File: src/rtl/lcd_pkg.sv
// Constants and state encoding shared by the HD44780 read and write paths.
`default_nettype none

package lcd_pkg;

  typedef enum logic [3:0] {
    IDLE   = 4'd0,
    BF_SET = 4'd1,
    BF_EN  = 4'd2,
    AD_SET = 4'd3,
    AD_EN  = 4'd4,
    AD_HLD = 4'd5,
    RD_SET = 4'd6,
    RD_EN  = 4'd7,
    DONE   = 4'd8
  } lcd_rd_state_t;

  localparam logic [7:0] LCD_CMD_SET_DDRAM = 8'h80;
  localparam int         LCD_BF_BIT        = 7;

  // Bus values whenever no LCD access is in progress
  localparam logic       LCD_RS_REST = 1'b0;
  localparam logic       LCD_RW_REST = 1'b0;
  localparam logic       LCD_E_REST  = 1'b0;
  localparam logic       LCD_OE_REST = 1'b0;
  localparam logic [7:0] LCD_DB_REST = 8'h00;

endpackage

`default_nettype wire

File: src/rtl/read_ascii_lcd.sv
// Reads one DDRAM character from an HD44780 LCD: busy poll, Set-DDRAM-Address,
// data read, then returns the byte over a valid/ready handshake.
`default_nettype none

module read_ascii_lcd
  import lcd_pkg::*;
#(
  parameter int BUSY_POLLS = 8
) (
  input  logic       clk_1024,
  input  logic       reset_n,
  input  logic       rd_req,
  input  logic [6:0] rd_addr,
  output logic       rd_ready,
  output logic       rd_valid,
  output logic [7:0] rd_data,
  output logic       rd_err,
  output logic       lcd_rs,
  output logic       lcd_rw,
  output logic       lcd_e,
  output logic [7:0] lcd_db_out,
  output logic       lcd_db_oe,
  input  logic [7:0] lcd_db_in
);

  localparam logic [3:0] POLL_MAX = 4'(BUSY_POLLS);

  lcd_rd_state_t state;
  logic [3:0]    polls;
  logic [6:0]    addr;

  // Every output is registered and updated together with the state, so bus
  // control lines only move on the edge where E is (or goes) low.
  always_ff @(posedge clk_1024 or negedge reset_n) begin
    if (!reset_n) begin
      state      <= IDLE;
      polls      <= 4'd0;
      addr       <= 7'd0;
      rd_ready   <= 1'b1;
      rd_valid   <= 1'b0;
      rd_data    <= 8'h00;
      rd_err     <= 1'b0;
      lcd_rs     <= LCD_RS_REST;
      lcd_rw     <= LCD_RW_REST;
      lcd_e      <= LCD_E_REST;
      lcd_db_out <= LCD_DB_REST;
      lcd_db_oe  <= LCD_OE_REST;
    end else begin
      rd_valid <= 1'b0;
      case (state)
        IDLE: begin
          if (rd_req) begin
            addr     <= rd_addr;
            polls    <= 4'd0;
            rd_ready <= 1'b0;
            lcd_rs   <= 1'b0;
            lcd_rw   <= 1'b1;
            lcd_db_oe <= 1'b0;
            state    <= BF_SET;
          end
        end
        BF_SET: begin
          polls <= polls + 4'd1;
          lcd_e <= 1'b1;
          state <= BF_EN;
        end
        BF_EN: begin
          lcd_e <= 1'b0;
          if (!lcd_db_in[LCD_BF_BIT]) begin
            lcd_rw     <= 1'b0;
            lcd_db_oe  <= 1'b1;
            lcd_db_out <= LCD_CMD_SET_DDRAM | {1'b0, addr};
            state      <= AD_SET;
          end else if (polls < POLL_MAX) begin
            state <= BF_SET;
          end else begin
            rd_err     <= 1'b1;
            rd_data    <= 8'h00;
            rd_valid   <= 1'b1;
            lcd_rs     <= LCD_RS_REST;
            lcd_rw     <= LCD_RW_REST;
            lcd_db_oe  <= LCD_OE_REST;
            lcd_db_out <= LCD_DB_REST;
            state      <= DONE;
          end
        end
        AD_SET: begin
          lcd_e <= 1'b1;
          state <= AD_EN;
        end
        AD_EN: begin
          lcd_e <= 1'b0;
          state <= AD_HLD;
        end
        AD_HLD: begin
          // Release the bus before the LCD starts driving it
          lcd_rs     <= 1'b1;
          lcd_rw     <= 1'b1;
          lcd_db_oe  <= 1'b0;
          lcd_db_out <= LCD_DB_REST;
          state      <= RD_SET;
        end
        RD_SET: begin
          lcd_e <= 1'b1;
          state <= RD_EN;
        end
        RD_EN: begin
          lcd_e     <= 1'b0;
          rd_data   <= lcd_db_in;
          rd_err    <= 1'b0;
          rd_valid  <= 1'b1;
          lcd_rs    <= LCD_RS_REST;
          lcd_rw    <= LCD_RW_REST;
          lcd_db_oe <= LCD_OE_REST;
          state     <= DONE;
        end
        DONE: begin
          rd_ready <= 1'b1;
          state    <= IDLE;
        end
        default: begin
          lcd_e      <= LCD_E_REST;
          lcd_rs     <= LCD_RS_REST;
          lcd_rw     <= LCD_RW_REST;
          lcd_db_oe  <= LCD_OE_REST;
          lcd_db_out <= LCD_DB_REST;
          rd_ready   <= 1'b1;
          state      <= IDLE;
        end
      endcase
    end
  end

endmodule

`default_nettype wire

File: config.mk
export PLATFORM = sky130hd
export DESIGN_NAME = read_ascii_lcd
export DESIGN_NICKNAME = d
export VERILOG_FILES = /design/src/rtl/lcd_pkg.sv /design/src/rtl/read_ascii_lcd.sv
export SDC_FILE = /design/constraint.sdc
export NUM_CORES = 1
export LEC_CHECK = 0
export BUFFER_PORTS_ARGS = -buffer_cell sky130_fd_sc_hd__buf_2
export CORE_MARGIN = 1.5
export CORE_UTILIZATION = 56
export DETAILED_ROUTE_END_ITERATION = 16
export PLACE_DENSITY = 0.83
export SYNTH_ARGS = -nofsm -noshare
export SYNTH_HDL_FRONTEND = slang
export SYNTH_SLANG_ARGS = --single-unit
File: constraint.sdc
create_clock -name clk_1024 -period 3.5 [get_ports clk_1024]
set_input_delay 0.35 -clock clk_1024 [delete_from_list [all_inputs] [get_ports clk_1024]]
set_output_delay 0.35 -clock clk_1024 [all_outputs]
set_load 0.005 [all_outputs]
Word level (Yosys, flattened, before mapping). Index checks and enable logic that the tools add are counted.

Multiply operators: 0. Mux-type cells: 28. Add/subtract/negate cells: 1. Div/mod/pow operators: 0. Eq/ne operators: 12. Magnitude comparators: 1. Bitwise logic cells: 3. Reduce and logical (&&, ||, !) cells: 15. Shift operators: 0.

Operators with widths (number): $pmux 4 s8 (1); $pmux 8 s2 (2); $mux 8 (3); $eq 4x3->1 const B (4); $mux 4 (4); $reduce_or 7->1 (2); $mux 1 (10); $eq 4x2->1 const B (2); $pmux 1 s2 (4); $pmux 1 s4 (2); $pmux 4 s2 (1); $reduce_and 2->1 (4); $ne 2x2->1 const B (3); $reduce_and 3->1 (2); $reduce_or 3->1 (2); $reduce_or 5->1 (1); $add 4x1->4 const B (1); $eq 4x1->1 const B (1); $eq 4x4->1 const B (1); $logic_not 4->1 (1); $lt 4x4->1 const B (1); $reduce_and 4->1 (1); $reduce_bool 2->1 (2); $ne 3x3->1 const B (1); other kinds (2) (4).

Word-level logic and storage cells: 72. Memories: 0. Input bits: 18. RAM bits: 0. Bits in latches: 0. ROM bits: 0. Output and inout bits: 23. Bits in registers: 38.

Longest topological paths before layout.
Depth after elaboration: 4. Mapped depth: 5.

Least setup slack after synthesis. No wires, ideal clock.

Path kind: register -> register. Start point: register state[2]. End point: register lcd_rw. Setup time: 125 ps. Required time: 3375 ps. Stages on the path, launching flop included: 6. Period minus slack after synthesis: 1443 ps. Buffers on the path: 1. Slack: 2057 ps. Arrival: 1318 ps. Cells stage by stage: dfrtp_1 -> buf_6 -> nor4b_2 -> nand2_1 -> o21ai_1 -> mux2_4.

Cells in the longest elaborated chain, start to end: 4. Elaborated cells between the ends (all ways): 14. Those cells by class: eq/ne: 9; mux: 1; bitwise: 1; reduce/logical: 3.

RTL lines: start, declared (RTL line read_ascii_lcd.sv:28) `lcd_rd_state_t state;`; start signal, assigned (RTL line read_ascii_lcd.sv:36) `state <= IDLE;`; start signal, assigned (RTL line read_ascii_lcd.sv:59) `state <= BF_SET;`; start signal, assigned (RTL line read_ascii_lcd.sv:65) `state <= BF_EN;`; branches (longest 4 deep; another with $reduce_or 5->1); end signal, assigned (RTL line read_ascii_lcd.sv:44) `lcd_rw <= LCD_RW_REST;`; end signal, assigned (RTL line read_ascii_lcd.sv:57) `lcd_rw <= 1'b1;`; end signal, assigned (RTL line read_ascii_lcd.sv:70) `lcd_rw <= 1'b0;`; end, declared (RTL line read_ascii_lcd.sv:19) `output logic lcd_rw,`.

Parallel ways; which one is timed is not known. A chain may end at the register's enable or synchronous reset.

Worst setup path in the final report.
Start point: register state[3]. End point: register lcd_db_out[3].

Cells in the longest elaborated chain, start to end: 4. Elaborated cells between the ends (all ways): 13. Those cells by class: eq/ne: 8; mux: 1; bitwise: 1; reduce/logical: 3.

RTL lines: $eq 4x3->1, or another cell as far along (RTL line read_ascii_lcd.sv:50) `case (state)`; $reduce_or 7->1 (no line); $not 1->1 (no line); $reduce_and 2->1 (no line); end signal, assigned (RTL line read_ascii_lcd.sv:72) `lcd_db_out <= LCD_CMD_SET_DDRAM | {1'b0, addr};`; end, declared (RTL line read_ascii_lcd.sv:21) `output logic [7:0] lcd_db_out,`.

Several ways; a longest one is shown, not always the timed one.

==> results.yml <==
clock_network:
  clk_path_buf_depth: 2
  ctsHoldBuffers: 0
  cts_buffers: 5
  cts_tree: "done"
  cts.sinks: 38
  cts_resized: 0
  clock_latency_ps: 330
  cts_htree_levels: 2
  cts_root_buf: "clkbuf_4"
  clkTransAtPathRegs_ps: 110
  cts_setup_buffers: 0
synthesis:
  synth_area_per_cell_um2: 12.3
  syn-cell-area_um2: 1660
  synth.net_count: 154
  synth_top_area_frac: 0.558
  ys_seq_area_frac: 0.573
  async_reset_ff_frac: 1.00
  ys_types: 40
  synthFlopType: "dfrtp_1"
  synth_area_leaders: "dfrtp_1, a22o_1, mux2_1"
  synth_edf_count: 0
  yosys_warnings: 0
  ys_seq_elements: 38
  synth_top_cell_by_area: "dfrtp_1"
  synthesis.instances: 135
place:
  place_hpwl_um: 2230
  dpl.cell_count: 200
  io_buffers: 40
  gp_routability_congestion: 0.864
  place_area_um2: 1850
worst_hold_path:
  min_path_type: "in2async"
power_and_ir_drop:
  power.leakage_nw: 0.959
  ir_drop_v: 0.000622
  power_per_cell_area_nw_per_um2: 877
worst_setup_path:
  critical_path.max_fanout: 17
  crit_type: "reg2reg"
  rrSetupSlack_ps: 1560
  crit_end: "lcd_db_out[3]"
  cp-start-kind: "flip-flop"
  timing.rr.end: "lcd_db_out[3]"
  r2r_cells: 3
  critical-path-max-stage-delay_ps: 600
  crit_start: "state[3]"
  path_cells: "nor4b_2, nor2b_1, a22o_1"
  cp.arrival_ps: 2200
  reg2reg_from: "state[3]"
  crit_required_ps: 3770
  end_kind: "flip-flop"
  cp_slowest_cell: "dfrtp_1"
global_routing:
  grt_max_degree: 39
  grt_use_total: 0.217
  grt_pass1_vias: 1193
  overflow: 0
  grt_pass1_wl_um: 5420
  antenna_found_initial: 0
cells_and_area:
  post-route-util: 0.687
  mostFrequentLayoutCells: "buf_2, dfrtp_1, a22o_1"
  syn2layout_area_growth_pct: 15.1
  nets: 195
  final_common_cell: "buf_2"
  drive_gt1_frac: 0.322
  n_antenna_cell: 0
  stdcell_count: 208
  stdcell_area_um2: 1910
sta:
  rsz0062_at_grt: "false"
  min_period_over_period: 0.553
  slew_violations: 0
  hold_viol: 0
  fin_hold_ws_ps: 93.6
  max_slew_margin: 0.461
  setup_viol_count_final: 0
  finalCriticalPeriod_ps: 1940
  tightest_slew_ps: 808
  finClkSkew_ps: 10.6
  fin_setup_tns_ps: 0
  fmax_ghz: 0.516
detailed_routing:
  drt-met1-wl_um: 1430
  first_iter_violations: 40
  vias: 1201
  wl_met3_um: 163
  routed_wl_um: 3190
  dr.pass1.iters: 4
  wl_per_cell_um: 15.4
  met2_length_um: 1570
  via_per_inst: 5.77
  top_layer_used: "met4"
  ant_nets: 0
  drc: 0
job:
  cap_violations: 0
floorplanning:
  start_util: 0.597
  design.die.area_um2: 3300
  die_w_um: 57.5
  fp.dieH_um: 57.5
  ios: 41
  fp.coreArea_um2: 2780
  rows: 19
outcome:
  outcome: "finished clean"
-- power breakdown --
part	switching, mW	internal (mW)	leakage [nW]
Sequential	0.182	0.619	0.482
Clock	0.139	0.0975	0.0353
Combinational	0.307	0.332	0.442
Total	0.628	1.05	0.959
-- final cells by class --
cell class | count | area, µm²
Clock buffer | 7 | 55.1
Clock inverter | 1 | 5.00
Fill cell | 218 | 870
Inverter | 4 | 15.0
Multi-Input combinational cell | 87 | 646
Sequential cell | 38 | 952
Tap cell | 31 | 38.8
Timing Repair Buffer | 40 | 200
-- worst max-delay path, delay by kind of cell (launching register included) --
kind | cells | cell delay (ps)
simple gates | 2 | 1060
flops | 1 | 600
compound gates | 1 | 220
-- stage by stage --
| step | total power [mW] | setup slack (ps) |
|---|---|---|
| 2_1_floorplan | 1.26 | 2060 |
| 3_3_place_gp | 1.41 | 1650 |
| 3_5_place_dp | 1.45 | 1590 |
| 4_1_cts | 1.68 | 1540 |
| 5_1_grt | 1.81 | 1340 |
| 6_report | 1.68 | 1560 |
-- logic make-up after synthesis --
logic type	Yosys count	share of synthesized area
adders and majority gates	1	0.00753
xor gates and xnor gates	2	0.0106
and+or+nand+nor	35	0.119
AOI/OAI and AO/OA	41	0.195
buffers and inverters	10	0.0377
DFF	38	0.573
muxes	8	0.0565
-- worst min-delay path by stage --
stage	startpoint	endpoint	slack [ps]
2_1_floorplan	reset_n	addr[0]	50
3_3_place_gp	polls[2]	polls[2]	460
3_5_place_dp	polls[2]	polls[2]	470
4_1_cts	reset_n	polls[3]	110
5_1_grt	reset_n	polls[2]	130
6_report	reset_n	polls[2]	90
-- Yosys cell counts (2+ instances only) --
cell type / n
o21ai_0: 2
buf_6: 2
a211oi_1: 2
a21oi_1: 3
a22o_1: 15
o21ai_1: 8
a21o_1: 2
buf_2: 2
nand3_1: 2
nor2_1: 7
nand2_1: 10
mux2_1: 7
inv_1: 3
dfrtp_1: 37
nor2b_1: 5
buf_4: 2
nand2b_1: 3
-- state kept, by name (all words and copies together) (netlist names), 4 cells and up --
name / count
lcd_db_out: 8
rd_data: 8
addr: 7
polls: 4
state: 4
-- routing by layer --
layer / vias to the layer above / global-route usage
met5: - / 0
met1: 585 / 0.313
met3: 5 / 0.0476
met4: 0 / 0.0698
li1: 569 / -
met2: 42 / 0.331
Power figures use the tool's default switching activity.
